<file path="src/rtl/uart_byte_rx_if.sv">
// Byte-stream link between the UART receiver and the argument loader.
// The receiver side (master) reads the raw line and produces the strobes.
// The peer side (slave) drives the line and consumes the byte stream.
interface uart_byte_rx_if;
    logic       rx;
    logic       rx_valid;
    logic [7:0] rx_byte;
    logic       rx_frame_err;
    logic       rx_busy;

    modport master (
        input  rx,
        output rx_valid,
        output rx_byte,
        output rx_frame_err,
        output rx_busy
    );

    modport slave (
        output rx,
        input  rx_valid,
        input  rx_byte,
        input  rx_frame_err,
        input  rx_busy
    );
endinterface

</file>
<file path="src/rtl/uart_byte_rx.sv">
// 8N1 UART byte receiver with mid-bit sampling.
// Emits a one-cycle rx_valid with rx_byte for each good frame, and a
// one-cycle rx_frame_err (byte discarded) when the stop bit is low.
module uart_byte_rx #(
    parameter int CLKS_PER_BIT = 104,
    parameter int CNT_BITS     = 8
) (
    input logic            clk,
    input logic            rst,
    uart_byte_rx_if.master bus
);
    typedef enum logic [2:0] {
        IDLE,
        START,
        DATA,
        STOP,
        RECOVER
    } state_t;

    // Terminal counts: half a bit for the start check, a full bit afterwards.
    localparam logic [CNT_BITS-1:0] HALF_LAST = CNT_BITS'(CLKS_PER_BIT / 2 - 1);
    localparam logic [CNT_BITS-1:0] BIT_LAST  = CNT_BITS'(CLKS_PER_BIT - 1);
    localparam logic [CNT_BITS-1:0] TIMER_ONE = CNT_BITS'(1);

    logic [1:0]          sync_q;
    logic                rx_s;

    state_t              state_q,   state_d;
    logic [CNT_BITS-1:0] timer_q,   timer_d;
    logic [2:0]          bit_idx_q, bit_idx_d;
    logic [7:0]          shift_q,   shift_d;
    logic [7:0]          byte_q,    byte_d;
    logic                valid_q,   valid_d;
    logic                err_q,     err_d;

    // Two-flop synchronizer for the asynchronous line; resets to idle-high.
    always_ff @(posedge clk) begin
        // NOTE: sequential state uses non-blocking assignments so every flop
        // samples the pre-edge values regardless of statement order.
        if (rst) begin
            sync_q <= 2'b11;
        end else begin
            sync_q <= {sync_q[0], bus.rx};
        end
    end

    assign rx_s = sync_q[1];

    // State, timer, shift register and output strobe registers.
    always_ff @(posedge clk) begin
        if (rst) begin
            state_q   <= IDLE;
            timer_q   <= '0;
            bit_idx_q <= '0;
            // NOTE: the shift register is a plain register, not a memory, so
            // it is cleared with everything else to give a known reset state.
            shift_q   <= '0;
            byte_q    <= '0;
            valid_q   <= 1'b0;
            err_q     <= 1'b0;
        end else begin
            state_q   <= state_d;
            timer_q   <= timer_d;
            bit_idx_q <= bit_idx_d;
            shift_q   <= shift_d;
            byte_q    <= byte_d;
            valid_q   <= valid_d;
            err_q     <= err_d;
        end
    end

    // Next-state and datapath updates; strobes default low each cycle.
    always_comb begin
        // NOTE: every signal gets a default first so no path through the case
        // leaves one unassigned, which would infer a latch.
        state_d   = state_q;
        timer_d   = timer_q;
        bit_idx_d = bit_idx_q;
        shift_d   = shift_q;
        byte_d    = byte_q;
        valid_d   = 1'b0;
        err_d     = 1'b0;

        case (state_q)
            IDLE: begin
                if (!rx_s) begin
                    state_d = START;
                    timer_d = '0;
                end
            end

            START: begin
                if (timer_q == HALF_LAST) begin
                    if (rx_s) begin
                        // Low pulse shorter than half a bit: treat as a glitch.
                        state_d = IDLE;
                    end else begin
                        state_d   = DATA;
                        timer_d   = '0;
                        bit_idx_d = '0;
                    end
                end else begin
                    timer_d = timer_q + TIMER_ONE;
                end
            end

            DATA: begin
                if (timer_q == BIT_LAST) begin
                    timer_d = '0;
                    // LSB arrives first, so shifting in from the top leaves
                    // bit 0 in shift_q[0] after the eighth sample.
                    shift_d = {rx_s, shift_q[7:1]};
                    if (bit_idx_q == 3'd7) begin
                        state_d = STOP;
                    end else begin
                        bit_idx_d = bit_idx_q + 3'd1;
                    end
                end else begin
                    timer_d = timer_q + TIMER_ONE;
                end
            end

            STOP: begin
                if (timer_q == BIT_LAST) begin
                    timer_d = '0;
                    if (rx_s) begin
                        byte_d  = shift_q;
                        valid_d = 1'b1;
                        state_d = IDLE;
                    end else begin
                        err_d   = 1'b1;
                        state_d = RECOVER;
                    end
                end else begin
                    timer_d = timer_q + TIMER_ONE;
                end
            end

            RECOVER: begin
                // A held-low line (break) must not decode as 0x00 frames.
                if (rx_s) begin
                    state_d = IDLE;
                end
            end

            default: begin
                state_d = IDLE;
            end
        endcase
    end

    assign bus.rx_valid     = valid_q;
    assign bus.rx_byte      = byte_q;
    assign bus.rx_frame_err = err_q;
    assign bus.rx_busy      = (state_q != IDLE);
endmodule

</file>
<file path="src/flat_wrapper.sv">
// flat-port wrapper written by rule: the top's interface ports become plain ports
module uart_byte_rx_flat 
#(
    parameter int CLKS_PER_BIT = 104,
    parameter int CNT_BITS     = 8
)
  (clk, rst, bus_rx, bus_rx_valid, bus_rx_byte, bus_rx_frame_err, bus_rx_busy);
  uart_byte_rx_if bus_i ();
  input logic clk;
  input logic rst;
  input wire logic [$bits(bus_i.rx)-1:0] bus_rx;
  output wire logic [$bits(bus_i.rx_valid)-1:0] bus_rx_valid;
  output wire logic [$bits(bus_i.rx_byte)-1:0] bus_rx_byte;
  output wire logic [$bits(bus_i.rx_frame_err)-1:0] bus_rx_frame_err;
  output wire logic [$bits(bus_i.rx_busy)-1:0] bus_rx_busy;
  assign bus_i.rx = bus_rx;
  assign bus_rx_valid = bus_i.rx_valid;
  assign bus_rx_byte = bus_i.rx_byte;
  assign bus_rx_frame_err = bus_i.rx_frame_err;
  assign bus_rx_busy = bus_i.rx_busy;
  uart_byte_rx #(.CLKS_PER_BIT(CLKS_PER_BIT), .CNT_BITS(CNT_BITS)) u_core (.clk(clk), .rst(rst), .bus(bus_i));
endmodule
</file>
<file path="config.mk">
export PLATFORM = sky130hd
export DESIGN_NAME = uart_byte_rx_flat
export DESIGN_NICKNAME = d
export VERILOG_FILES = /design/src/rtl/uart_byte_rx_if.sv /design/src/rtl/uart_byte_rx.sv /design/src/flat_wrapper.sv
export SDC_FILE = /design/constraint.sdc
export NUM_CORES = 1
export LEC_CHECK = 0
export ABC_AREA = 1
export BUFFER_PORTS_ARGS = -buffer_cell sky130_fd_sc_hd__buf_2
export CAP_MARGIN = 10
export CELL_PAD_IN_SITES_DETAIL_PLACEMENT = 0
export CELL_PAD_IN_SITES_GLOBAL_PLACEMENT = 1
export CORE_MARGIN = 5
export CORE_UTILIZATION = 38
export CTS_CLUSTER_DIAMETER = 30
export CTS_CLUSTER_SIZE = 30
export DETAILED_ROUTE_END_ITERATION = 12
export PLACE_DENSITY = 0.84
export SYNTH_ARGS = -nofsm -noshare
export SYNTH_HDL_FRONTEND = slang
export SYNTH_SLANG_ARGS = --single-unit
export TNS_END_PERCENT = 10
</file>
<file path="constraint.sdc">
create_clock -name clk -period 1.5 [get_ports clk]
set_input_delay 0.45 -clock clk [delete_from_list [all_inputs] [get_ports clk]]
set_output_delay 0.45 -clock clk [all_outputs]
set_load 0.02 [all_outputs]
</file>
==> results.json <==
{
  "dr.first_iter.drc_count": 72,
  "rsz0062_at_grt": "yes",
  "overflow": 0,
  "grt_util_met3_pct": 3.63,
  "syn_to_final_growth_pct": 25.7,
  "path_max_fanout": 3,
  "tns_ns": 0,
  "dr.pass1.iters": 4,
  "layout_common_cells": "46 x nand2_1, 38 x nor2_1, 24 x dfxtp_1",
  "vdd_drop_max_mv": 0.856,
  "clock_latency_ns": 0.29,
  "drt_wl_total_um": 4010,
  "leakage_uw": 0.000956,
  "worstMarginPinSlew_ns": 0.340,
  "clock_sinks": 34,
  "num_rows": 24,
  "cp.required_ns": 1.73,
  "coreArea_um2": 4350,
  "max_freq_mhz": 682,
  "status": "finished, final reports clean",
  "initial_core_util_pct": 39.2,
  "utilization_pct": 49.3,
  "busiest_layer": "met2",
  "crit_path_end_kind": "flip-flop",
  "synth_fp_nets": 246,
  "synth_cell_types": 27,
  "p_sw_share_pct": 38.8,
  "setup_viol": 0,
  "p_clk_share_pct": 24.3,
  "dp_hpwl_um": 2680,
  "period_share_pct": 97.7,
  "arrival_ns": 1.69,
  "antenna_cells": 0,
  "relSlewSlack_pct": 77.3,
  "grt_use_met1_pct": 17.7,
  "fp.dieH_um": 77.0,
  "syn_inst": 240,
  "die_area_um2": 5930,
  "finalMaxSlewViolations": 0,
  "cts.clk_slew.worst_paths_ns": 0.08,
  "power_density_nw_per_um2": 1410,
  "maxCapViolations": 0,
  "die_w_um": 77.0,
  "clockBufferDepth": 2,
  "pre_cts_slack_ns": 0.00326,
  "intPower_uw": 1840,
  "fin_crit_ns": 1.47,
  "place_congestion": 0.835,
  "use_met2_pct": 21.2,
  "p_seq_share_pct": 35.7,
  "wire_per_inst_um": 12.3,
  "nFillCells": 398,
  "netlist_area_um2": 1710,
  "io_pins": 14,
  "layout-drive-gt1-share_pct": 35.4,
  "fin_ws_ns": 0.0341,
  "h-tree-depth": 2,
  "antenna_found_initial": 0,
  "ys.warnings.count": 0,
  "ys_ff_latch": 34,
  "cts_tree": "done",
  "grt.total_usage_pct": 13.5,
  "cts_buffers": 5,
  "final_nets": 279,
  "postSynthAreaPerCell_um2": 7.11,
  "finalHoldViolations": 0,
  "drcViolationCount": 0,
  "p_comb_share_pct": 40.0,
  "crit_path_start_kind": "flip-flop",
  "ant_nets": 0,
  "via_per_inst": 4.94,
  "grt_max_degree": 17,
  "finClkSkew_ns": 0.00904,
  "p_switching_uw": 1170,
  "hp-class": "primary input to flip-flop",
  "crit_type": "flip-flop to flip-flop",
  "final_common_cell": "nand2_1",
  "grt_pass1_wl_um": 6640,
  "io_buffers": 13,
  "vias": 1609,
  "grt_pass1_vias": 1467,
  "synth_seq_area_share_pct": 39.9,
  "root_buffer": "clkbuf_8"
}
[sequential cells by signal, indices dropped and copies added (netlist names)]
signal	count
u_core.timer_q	8
u_core.state_q	3
u_core.shift_q	8
u_core.bus.rx_byte	8
u_core.sync_q	2
u_core.bus.rx_valid	1
u_core.bit_idx_q	3
u_core.bus.rx_frame_err	1
[repair_timing]
action | CTS | global route
gates resized for setup | 12 | 27
pin swaps | 5 | 11
hold buffers | 0 | 0
setup buffers | 2 | 4
endpoints found under the hold margin | 0 | 0
endpoints found under the setup margin | 5 | 19
[metrics by stage]
| stage | cells | hold slack, ns | total power (uW) | instance area (um2) |
|---|---|---|---|---|
| CTS | 322 | 0.337 | 2850 | 2040 |
| global route | 326 | 0.340 | 3200 | 2140 |
| global placement | 312 | 0.395 | 2050 | 1890 |
| floorplan | 240 | 0.389 | 1830 | 1710 |
| finish | 326 | 0.343 | 3010 | 2140 |
| detailed placement | 312 | 0.402 | 2050 | 1890 |
[cells in the mapped netlist (all sizes together)]
library cell | number | area (um2)
ha | 3 | 37.5
nand2 | 62 | 263
or2 | 2 | 12.5
nor3 | 4 | 53.8
nand3 | 21 | 110
nand4 | 2 | 12.5
clkbuf | 3 | 21.3
inv | 25 | 93.8
nor4 | 1 | 6.26
o211ai | 1 | 7.51
nand3b | 1 | 7.51
o21ai | 12 | 63.8
dfxtp | 34 | 681
a21oi | 17 | 85.1
buf | 3 | 22.5
o21bai | 1 | 18.8
nor2 | 47 | 204
a31oi | 1 | 6.26
[worst paths after layout]
path	from	endpoint	slack (ns)	cells past startpoint
worst max-delay path	u_core.timer_q[0]	u_core.state_q[2]	0.03	10
worst max register to register	u_core.timer_q[0]	u_core.state_q[2]	0.03	10
worst min register to register	u_core.sync_q[0]	u_core.sync_q[1]	0.42	1
worst min-delay path	bus_rx	u_core.sync_q[0]	0.34	2
[worst max-delay path, stage by stage, from the launching register on]
cell     delay, ns
dfxtp_2       0.36
ha_4          0.16
nand2_1       0.07
nor2_2        0.14
nand2_2       0.12
nand2_4       0.10
nand2_4       0.07
inv_4         0.08
buf_4         0.10
nand3_1       0.08
a21oi_2       0.14
[power by group through the flow]
stage          registers, uW  clock network [uW]  logic (uW)
2_1_floorplan           1050                   0         775
3_5_place_dp            1060                   0         986
5_1_grt                 1090                 788        1330
4_1_cts                 1060                 754        1040
3_3_place_gp            1060                   0         989
6_report                1080                 733        1200
[layer usage]
metal / part of all wire, % / wire [um]
met5: 0 / 0
met4: 1.5 / 60
met3: 4.3 / 172
met2: 46 / 1840
met1: 48 / 1930
[area by class of cell]
class                      instances  area (um2)  area share (%)
multi-input combinational        175         971            45.3
inverter                          25        98.8            4.61
clock inverter                     2        12.5           0.583
timing repair buffer              32         214            9.98
tap                               52        65.1            3.03
sequential                        34         701            32.7
clock buffer                       6        82.6            3.85
[logic make-up (layout without fill, tap and decap cells)]
| kind of cell | after synthesis | count (layout) | synth area share, % |
|---|---|---|---|
| simple gates | 140 | 140 | 39.2 |
| flops | 34 | 34 | 39.9 |
| compound gates | 32 | 32 | 10.6 |
| buf+inv | 31 | 65 | 8.06 |
| fa+ha+maj | 3 | 3 | 2.20 |
No activity file was read; power rests on OpenSTA's default activity.
